**config.mk**
```make
export PLATFORM = sky130hd
export DESIGN_NAME = int_ctrl
export DESIGN_NICKNAME = d
export VERILOG_FILES = /design/src/rtl/int_ctrl_pkg.sv /design/src/rtl/int_ctrl_prio_enc.sv /design/src/rtl/int_ctrl.sv
export SDC_FILE = /design/constraint.sdc
export NUM_CORES = 1
export LEC_CHECK = 0
export CELL_PAD_IN_SITES_DETAIL_PLACEMENT = 1
export CELL_PAD_IN_SITES_GLOBAL_PLACEMENT = 1
export CORE_MARGIN = 2
export CORE_UTILIZATION = 40
export DETAILED_ROUTE_END_ITERATION = 12
export MAX_ROUTING_LAYER = met4
export PLACE_DENSITY_LB_ADDON = 0.1
export SYNTH_ARGS = -nofsm -noshare
export SYNTH_HDL_FRONTEND = slang
export SYNTH_SLANG_ARGS = --single-unit
```
**constraint.sdc**
```tcl
create_clock -name clk -period 2.2 [get_ports clk]
set_input_delay 0.33 -clock clk [delete_from_list [all_inputs] [get_ports clk]]
set_output_delay 0.33 -clock clk [all_outputs]
set_load 0.01 [all_outputs]
```
**src/rtl/int_ctrl_pkg.sv**
```systemverilog
// Shared types and default sizing for the interrupt controller.
package int_ctrl_pkg;

  localparam int N_SRC_DEF = 8;
  localparam int ID_W_DEF  = 3;

  typedef enum logic [1:0] {
    ST_IDLE    = 2'd0,
    ST_REQ     = 2'd1,
    ST_SERVICE = 2'd2
  } state_e;

endpackage

```
**src/rtl/int_ctrl_prio_enc.sv**
```systemverilog
// Fixed-priority encoder: the lowest set request index wins.
module prio_enc #(
  parameter int N_SRC = 8,
  parameter int ID_W  = 3
) (
  input  logic [N_SRC-1:0] req,
  output logic [ID_W-1:0]  id,
  output logic             valid
);

  always_comb begin
    id    = '0;
    valid = |req;
    // Scan from the top so that the lowest index is the last one assigned.
    for (int i = N_SRC - 1; i >= 0; i--) begin
      if (req[i]) begin
        id = ID_W'(i);
      end
    end
  end

endmodule

```
**src/rtl/int_ctrl.sv**
```systemverilog
// Edge-latched interrupt controller presenting one prioritised request to the core.
//   state      | meaning
//   ST_IDLE    | no request presented; arbitrate pending & enabled sources
//   ST_REQ     | INT high, int_id frozen until ack or until its enable drops
//   ST_SERVICE | core is servicing int_id; wait for eoi (no nesting)
module int_ctrl
  import int_ctrl_pkg::*;
#(
  parameter int N_SRC = N_SRC_DEF,
  parameter int ID_W  = ID_W_DEF
) (
  input  logic             clk,
  input  logic             rst,
  input  logic [N_SRC-1:0] irq_in,
  input  logic             en_wr,
  input  logic [N_SRC-1:0] en_din,
  input  logic             int_ack,
  input  logic             eoi,
  output logic             INT,
  output logic [ID_W-1:0]  int_id,
  output logic             in_service,
  output logic [N_SRC-1:0] pending_out
);

  logic [N_SRC-1:0] irq_prev_q, irq_prev_d;
  logic             armed_q, armed_d;
  logic [N_SRC-1:0] pending_q, pending_d;
  logic [N_SRC-1:0] en_q, en_d;
  state_e           state_q, state_d;
  logic             int_req_q, int_req_d;
  logic [ID_W-1:0]  int_id_q, int_id_d;
  logic             in_service_q, in_service_d;

  logic [N_SRC-1:0] irq_edge;
  logic [N_SRC-1:0] clr;
  logic [N_SRC-1:0] req;
  logic [ID_W-1:0]  win_id;
  logic             win_valid;

  assign req = pending_q & en_q;

  prio_enc #(
    .N_SRC (N_SRC),
    .ID_W  (ID_W)
  ) u_prio_enc (
    .req   (req),
    .id    (win_id),
    .valid (win_valid)
  );

  always_comb begin
    irq_prev_d   = irq_in;
    // The first cycle after reset only primes irq_prev, so a line already
    // high at release must be seen low before it can produce an edge.
    armed_d      = 1'b1;
    irq_edge     = armed_q ? (irq_in & ~irq_prev_q) : '0;
    en_d         = en_wr ? en_din : en_q;
    clr          = '0;
    state_d      = state_q;
    int_req_d    = int_req_q;
    int_id_d     = int_id_q;
    in_service_d = in_service_q;

    case (state_q)
      ST_IDLE: begin
        int_req_d    = 1'b0;
        in_service_d = 1'b0;
        if (win_valid) begin
          int_id_d  = win_id;
          int_req_d = 1'b1;
          state_d   = ST_REQ;
        end
      end
      ST_REQ: begin
        if (int_ack) begin
          clr[int_id_q] = 1'b1;
          int_req_d     = 1'b0;
          in_service_d  = 1'b1;
          state_d       = ST_SERVICE;
        end else if (!en_q[int_id_q]) begin
          int_req_d = 1'b0;
          state_d   = ST_IDLE;
        end
      end
      ST_SERVICE: begin
        int_req_d = 1'b0;
        if (eoi) begin
          in_service_d = 1'b0;
          state_d      = ST_IDLE;
        end
      end
      default: begin
        int_req_d    = 1'b0;
        in_service_d = 1'b0;
        state_d      = ST_IDLE;
      end
    endcase

    // Set after clear: a new edge on the acked source stays pending.
    pending_d = (pending_q & ~clr) | irq_edge;
  end

  always_ff @(posedge clk or negedge rst) begin
    if (!rst) begin
      irq_prev_q   <= '0;
      armed_q      <= 1'b0;
      pending_q    <= '0;
      en_q         <= '0;
      state_q      <= ST_IDLE;
      int_req_q    <= 1'b0;
      int_id_q     <= '0;
      in_service_q <= 1'b0;
    end else begin
      irq_prev_q   <= irq_prev_d;
      armed_q      <= armed_d;
      pending_q    <= pending_d;
      en_q         <= en_d;
      state_q      <= state_d;
      int_req_q    <= int_req_d;
      int_id_q     <= int_id_d;
      in_service_q <= in_service_d;
    end
  end

  assign INT         = int_req_q;
  assign int_id      = int_id_q;
  assign in_service  = in_service_q;
  assign pending_out = pending_q;

endmodule

```
# Word level (Yosys, flattened, before mapping)
# Index checks and enable logic that the tools add are counted.
dict set report totals {
  output_inout_bits 13
  inputBits 21
  register_bits 32
  wordCells 55
}
dict set report classes {
  n_eq_ne 6
  order_cmp 2
  mux 27
  n_bitwise 6
  n_reduce_logical 6
}
# cell count
set op_table {}
lappend op_table {{AND 8 bit} 3}
lappend op_table {{two-way mux 3 bit} 8}
lappend op_table {{two-way mux 8 bit} 3}
lappend op_table {{inverter 8 bit} 2}
lappend op_table {{two-way mux 2 bit} 4}
lappend op_table {{OR 8 bit} 1}
lappend op_table {{OR reduction 8 bit} 1}
lappend op_table {{two-way mux 1 bit} 7}
lappend op_table {{case mux 2 bit (3 select lines)} 1}
lappend op_table {{< comparator 3 x 4 -> 1 bit (second input constant)} 1}
lappend op_table {{inequality test 2 bit (second input constant)} 2}
lappend op_table {{case mux 1 bit (2 select lines)} 2}
lappend op_table {{AND reduction 2 bit} 2}
lappend op_table {{binary-select mux 1 bit (select 3 bit)} 1}
lappend op_table {{demux 1 bit (select 3 bit)} 1}
lappend op_table {{greater-or-equal comparator 3 x 1 -> 1 bit (second input constant)} 1}
lappend op_table {{inequality test 3 bit (second input constant)} 1}
lappend op_table {{AND reduction 3 bit} 1}
lappend op_table {{equality test 2 x 1 -> 1 bit (second input constant)} 1}
lappend op_table {{equality test 2 bit (second input constant)} 1}
lappend op_table {{zero test 2 bit} 1}
lappend op_table {{inequality test 2 x 1 -> 1 bit (second input constant)} 1}
lappend op_table {{logical AND 1 bit} 1}

# Logic depth before layout (Yosys ltp)
# Gate-level depths: netlist of run 1.
dict set report logic_depth {
  depth_word 9
  ltp_mapped 5
}

# By module
# From an unflattened synthesis of run 1, not the netlist that was laid out.
dict set report hier_totals {
  hier_cells 116
  area_unflattened_um2 1391.3
}
# mod seq_area_each_um2 n_inst area_per_inst_um2 cells_per_inst
set by_module_without_submodules {}
lappend by_module_without_submodules {int_ctrl 800.8 1 1310.0 103}
lappend by_module_without_submodules {prio_enc 0.0 1 81.3 13}

# Worst setup path before layout of run 1
# No wires, ideal clock.
dict set report synth_timing {
  kind {flip-flop to flip-flop}
  start {register int_id_q[0], in the netlist int_id[0]}
  end {register int_req_q, in the netlist INT}
  stages_incl_launch_ff 6
  n_path_buf 1
  period_less_slack_ns 1.418
  arrival_time_ns 1.354
  path_slack_ns 0.782
  cell_sequence {dfrtp_1 > buf_6 > mux2i_1 > mux4_2 > nor3_2 > a21o_1}
}
dict set report synth_between {
  elab_chain_len 3
}
# element line
set synth_rtl {}
lappend synth_rtl {{start: declaration} int_ctrl.sv:31} ;# logic [ID_W-1:0] int_id_q, int_id_d;
lappend synth_rtl {{start signal: assignment} int_ctrl.sv:120} ;# int_id_q <= int_id_d;
lappend synth_rtl {{binary-select mux 1 bit (select 3 bit)} int_ctrl.sv:80} ;# end else if (!en_q[int_id_q]) begin
lappend synth_rtl {{two-way mux 1 bit (implied by the code)} int_ctrl.sv:80}
lappend synth_rtl {{inequality test 3 bit (no line)} n/a}
lappend synth_rtl {{end signal: assignment} int_ctrl.sv:119} ;# int_req_q <= int_req_d;
lappend synth_rtl {{end: declaration} int_ctrl.sv:30} ;# logic int_req_q, int_req_d;
# No other way between the ends. The select of a mux whose other input is x is not followed.
# A chain may end at the register's enable or synchronous reset.

# Worst setup path in the final report of run 1
dict set report layout_timing {
  start {register int_id_q[2], in the netlist int_id[2]}
  end {output port int_id[2]}
}
# element line
set layout_lines {}
lappend layout_lines {{end: declaration} int_ctrl.sv:20} ;# output logic [ID_W-1:0] int_id,
# No word-level cell between the ends.

==> results of run 1 <==
[sequential cells by signal, indices dropped and copies added, names as in the netlist]
name         cells
irq_prev_q       8
int_id           3
pending_out      8
en_q             8
in_service       1
armed_q          1
state_q          2
INT              1
[power groups by stage]
| stage | clock network (mW) | registers, mW | logic (mW) |
|---|---|---|---|
| after floorplan | 0 | 0.929 | 0.375 |
| after detailed placement | 0 | 0.953 | 0.732 |
| final | 0.346 | 0.936 | 0.724 |
| after CTS | 0.359 | 0.943 | 0.736 |
| after global placement | 0 | 0.945 | 0.705 |
| after global routing | 0.388 | 0.965 | 0.803 |
[layout make-up]
class	count	area share
clock buffers	6	0.0288
clock inverters	2	0.00562
inverters	1	0.00211
multi-input cells	77	0.292
flip-flops and latches	32	0.450
well taps	46	0.0323
repair buffers	34	0.190
[metal layers]
| metal | GRT usage | up-vias |
|---|---|---|
| met1 | 0.210 | 487 |
| met4 | 0.0821 | 0 |
| met2 | 0.307 | 22 |
| met3 | 0.0559 | 5 |
| met5 | - | - |
| li1 | - | 478 |
[cell families after synthesis]
group	Yosys count	share of synthesized area
buffers and inverters	4	0.0168
AND/OR/NAND/NOR	38	0.148
flip-flops	32	0.596
multiplexers	14	0.122
AO/OA/AOI/OAI	24	0.114
other	1	0.00279
[Yosys cell counts, drive strengths merged]
library cell,number
a21o,1
nand2b,3
mux2,9
nand3b,8
or2,2
a21oi,4
o21a,1
clkbuf,2
inv,1
a32oi,1
nor3,1
nand4b,1
buf,1
conb,1
o31ai,2
a32o,1
mux2i,4
mux4,1
o21ai,9
dfrtp,32
o2bb2ai,1
a22oi,4
nor2,3
nand3,2
nand2,18
[final timing paths]
| path | from | endpoint | slack (ns) | depth (start not counted) |
|---|---|---|---|---|
| max | int_id[2] | int_id[2] | 0.40 | 1 |
| min in group clk | irq_prev_q[6] | pending_out[6] | 0.45 | 1 |
| min | rst | state_q[1] | 0.39 | 2 |
| min reg2reg | irq_prev_q[6] | pending_out[6] | 0.45 | 1 |
| max reg2reg | int_id[0] | INT | 0.68 | 4 |
| max in group asynchronous | rst | pending_out[4] | 1.52 | 2 |
[metrics by stage]
step | cell area (sq um) | total power [mW]
floorplan | 1340 | 1.30
global placement | 1720 | 1.65
detailed placement | 1720 | 1.69
CTS | 1780 | 2.04
global route | 1780 | 2.16
finish | 1780 | 2.01
==> out/results.tsv, run 1 <==
metric	value	unit
commonest cells after routing, fill and taps aside	clkdlybuf4s50_1 (33), dfrtp_1 (32), nand2_1 (18), o21ai_0 (9)	
HP Class	in -> async	
top cell type's share of synthesized area	0.596	
DR WL met3	145	um
met2 WL	1560	um
required time worst endpoint	1.87	ns
slowest stage cell, crit path	clkdlybuf4s50_1	
syn nets	134	
antenna viol nets, final	0	
iteration count of the initial detailed-routing pass	4	
top routing layer used	met4	
Max Clock Freq	0.556	GHz
Final period util	0.818	
Area growth, synth to finish	32.6	%
Post-CTS Setup Bufs	0	
GPL Wtd Cong	0.718	
P_int	1.30	mW
routed metal-1 wirelength	1200	um
max-slew violation count	0	
routed wire length per instance	14.9	um
PostCTS Resize Cnt	0	
VDD IR-drop max	0.454	mV
combinational fraction of design power	0.361	
die footprint	3840	sq um
# nets final	172	
Ys Warns	0	
CTS Buffer Depth	2	
post-route insts no fill	198	
leading cell type in the layout, fill and taps excluded	clkdlybuf4s50_1	
synthesized area	1340	sq um
boundary pin count	34	
core outline area	3280	sq um
delay-heaviest family, CP	buffers and inverters	
vias post-DR	992	
first-pass GRT wire length	4750	um
number of port buffers	33	
height of the die	61.9	um
Clock Latency Late Sink	0.33	ns
slowest stage delay, CP	0.60	ns
Syn Inst Count	113	
Sw Pwr	0.703	mW
setup TNS	0	ns
Critical Path End Type	primary output	
TritonCTS clock tree	built	
number of library cell types mapped by synthesis	27	
Initial DRC Count	35	
Sink Count	32	
WS Path Type	reg -> out	
Final Critical Period	1.80	ns
Post-CTS Hold Fix Bufs	0	
final hold slack	0.388	ns
largest net degree at the start of global routing	33	
vias in the first global route	1016	
Final HPWL DP	2270	um
fill count	378	
layout cells sized above 1	0.132	
startpoint types	flop	
RSZ-0062 raised after global routing	no	
CP Cell Sequence	clkdlybuf4s50_1	
# Max-Cap Violations	0	
area occupied by multi-input gates	519	sq um
Seq/Total Area, Yosys	0.596	
clock root cell	clkbuf_4	
status	complete, no violations	
antenna violations before repair	0	
register share of total power	0.467	
Post-Place Cells	190	
Initial Utilization	0.409	
Fin. Hold Viols	0	
Worst-path clk slew	0.10	ns
vias per cell	5.01	
area leader, netlist	dfrtp_1	
GR Util All Layers	0.187	
CP Data Arrival Time	1.47	ns
final setup vio count	0	
clock share of power	0.173	
syn avg cell area	11.9	sq um
PwrDens	1130	nW/um^2
n_diodes	0	
switch share	0.351	
std cell rows	21	
Sequential Area	801	sq um
WL final	2950	um
count of buffer and inverter cells on the critical path	1	
LEAKAGE	0.729	nW
final core utilization	0.542	
FF+latch count, synth	32	
Chip Width	61.9	um
DRC Markers	0	
pre-CTS setup slack	0.463	ns
Layout Skew	0.00783	ns
cells taking the most area after synthesis	dfrtp_1 (60%), mux2_2 (6.7%), nand2_1 (5.0%), nand3b_1 (4.5%), o21ai_0 (3.4%)	
total CTS buffers	5	
GRT overflow	0	
CP Max Fanout	8	
setup ws final	0.400	ns
H-tree depth	2	
No activity file was read; power rests on OpenSTA's default activity.
==> run 2, diff against run 1 <==
--- a/config.mk
+++ b/config.mk
@@ -8,7 +8,7 @@
 export CELL_PAD_IN_SITES_DETAIL_PLACEMENT = 1
 export CELL_PAD_IN_SITES_GLOBAL_PLACEMENT = 1
 export CORE_MARGIN = 2
-export CORE_UTILIZATION = 40
+export CORE_UTILIZATION = 34
 export DETAILED_ROUTE_END_ITERATION = 12
 export MAX_ROUTING_LAYER = met4
 export PLACE_DENSITY_LB_ADDON = 0.1
==> constraint.sdc (replaced) <==
create_clock -name clk -period 1.5 [get_ports clk]
set_input_delay 0.225 -clock clk [delete_from_list [all_inputs] [get_ports clk]]
set_output_delay 0.225 -clock clk [all_outputs]
set_load 0.01 [all_outputs]
==> out/results.tsv, run 2 (synthesized netlist as in run 1, its figures left out) <==
metric	value	unit	change
status	complete, no violations		
first-pass GRT wire length	5350	um	+13%
slowest stage cell, crit path	clkdlybuf4s50_1		
largest net degree at the start of global routing	33		unchanged
clock share of power	0.202		+0.029
Final HPWL DP	2520	um	+11%
startpoint types	flop		
n_diodes	0		unchanged
CP Data Arrival Time	1.22	ns	-0.25 ns
routed wire length per instance	15.0	um	+0.89%
Initial Utilization	0.361		-0.0475
register share of total power	0.386		-0.081
H-tree depth	2		unchanged
Chip Width	66.8	um	+7.9%
Clock Latency Late Sink	0.28	ns	-0.05 ns
Worst-path clk slew	0.06	ns	-0.04 ns
CP endpoint	int_id[1]		
DRC Markers	0		unchanged
CP Max Fanout	2		-6
# nets final	187		+8.7%
clock root cell	clkbuf_8		
final setup vio count	0		unchanged
Layout Skew	0.00295	ns	-0.00487 ns
# Max-Cap Violations	0		unchanged
Tot Pwr	3.32	mW	+66%
WS Path Type	reg -> out		
P_int	2.21	mW	+70%
core outline area	3720	sq um	+13%
iteration count of the initial detailed-routing pass	3		-1
Worst Reg-to-Reg Cells	4		unchanged
slowest stage delay, CP	0.55	ns	-0.05 ns
Post-CTS Hold Fix Bufs	0		unchanged
critical path depth	1		unchanged
height of the die	66.8	um	+7.9%
WL final	3230	um	+9.6%
std cell rows	22		+4.8%
die footprint	4470	sq um	+16%
Crit. Startpoint	int_id[1]		
number of port buffers	33		unchanged
GRT overflow	0		unchanged
combinational fraction of design power	0.412		+0.051
setup ws final	0.0549	ns	-0.345 ns
Final period util	0.963		
delay-heaviest family, CP	buffers and inverters		
PwrDens	1720	nW/um^2	+53%
vias in the first global route	1118		+10%
RSZ-0062 raised after global routing	yes		
vias post-DR	1064		+7.3%
switch share	0.335		-0.0154
max-slew violation count	0		unchanged
boundary pin count	34		unchanged
LEAKAGE	0.807	nW	+11%
VDD IR-drop max	0.752	mV	+66%
count of buffer and inverter cells on the critical path	1		unchanged
reg2reg setup slack	0.05	ns	-0.63 ns
pre-CTS setup slack	-0.0434	ns	-0.506 ns
Final Critical Period	1.45	ns	
Critical Path End Type	primary output		
antenna viol nets, final	0		unchanged
Area growth, synth to finish	43.8	%	
GPL Wtd Cong	0.868		+21%
GR Util All Layers	0.171		-0.0158
commonest cells after routing, fill and taps aside	dfrtp_1 (31), clkdlybuf4s50_1 (24), nand2_1 (18), buf_4 (16), o21ai_0 (9)		
antenna violations before repair	0		unchanged
FF-to-FF End	int_id[0]		
CTS Buffer Depth	2		unchanged
Sink Count	32		unchanged
Fin. Hold Viols	0		unchanged
CP Cell Sequence	clkdlybuf4s50_1		
HP Class	in -> async		
Sw Pwr	1.11	mW	+58%
Initial DRC Count	48		+37%
leading cell type in the layout, fill and taps excluded	dfrtp_1		
required time worst endpoint	1.27	ns	-0.60 ns
TritonCTS clock tree	built		
Max Clock Freq	0.692	GHz	
total CTS buffers	5		unchanged
vias per cell	4.95		-1.2%
layout cells sized above 1	0.228		+0.0960
r2r startpoint	en_q[5]		
## run 2: per-stage QoR
| step | hold slack, ns | utilization | std cells | setup TNS, ns | instance area, sq um |
|---|---|---|---|---|---|
| finish | 0.353 | 0.520 | 215 | 0 | 1930 |
| global route | 0.366 | 0.520 | 215 | -0.0191 | 1930 |
| CTS | 0.352 | 0.516 | 215 | 0 | 1920 |
| detailed placement | 0.461 | 0.490 | 205 | -0.127 | 1820 |
| global placement | 0.423 | 0.490 | 205 | -0.0263 | 1820 |
| floorplan | -0.0706 | - | 113 | 0 | 1340 |
## run 2: cell type report
type | count | area, sq um
fill | 414 | 1790
inverter | 1 | 3.75
sequential | 32 | 802
tap | 48 | 60.1
clock buffer | 6 | 82.6
timing repair buffer | 49 | 443
multi-input combinational | 77 | 529
clock inverter | 2 | 10.0
## run 2: timing repair
action,CTS,global route
setup endpoints to repair,10,2
pin swaps,0,0
resized for setup,9,3
setup buffers,2,0
hold endpoints to repair,0,0
## run 2: power groups by stage
stage	Sequential [mW]	Combinational (mW)	Clock (mW)
CTS	1.28	1.40	0.700
global placement	1.30	1.35	0
finish	1.28	1.37	0.671
floorplan	1.36	0.550	0
global route	1.33	1.51	0.729
detailed placement	1.31	1.39	0
## run 2: routing by layer
layer	GRT usage	vias up	wire length [um]
li1	-	507	-
met1	0.202	530	1420
met2	0.278	22	1630
met3	0.0405	5	134
met4	0.0765	0	55
met5	-	-	0
## run 2: how the worst min path moves through the flow
stage / startpoint / to / depth (start not counted)
after detailed placement: irq_prev_q[6] / pending_out[6] / 1
after floorplan: rst / INT / 0
after global routing: rst / INT / 2
final: rst / state_q[0] / 2
after CTS: rst / state_q[0] / 2
after global placement: irq_prev_q[6] / pending_out[6] / 1
## run 2: worst reg2reg max path, cell delays in order, from the launching register on
cell and delay, ns:
dfrtp_1 0.42, a22oi_1 0.25, nand2_1 0.12, o21a_1 0.23
mux2_1 0.32
==> run 3, diff against run 2 <==
--- a/config.mk
+++ b/config.mk
@@ -9,6 +9,7 @@
 export CELL_PAD_IN_SITES_GLOBAL_PLACEMENT = 1
 export CORE_MARGIN = 2
 export CORE_UTILIZATION = 34
+export CTS_CLUSTER_SIZE = 40
 export DETAILED_ROUTE_END_ITERATION = 12
 export MAX_ROUTING_LAYER = met4
 export PLACE_DENSITY_LB_ADDON = 0.1
==> results of run 3 <==
No change in the layout: final DEF, timing and power equal those of run 2.
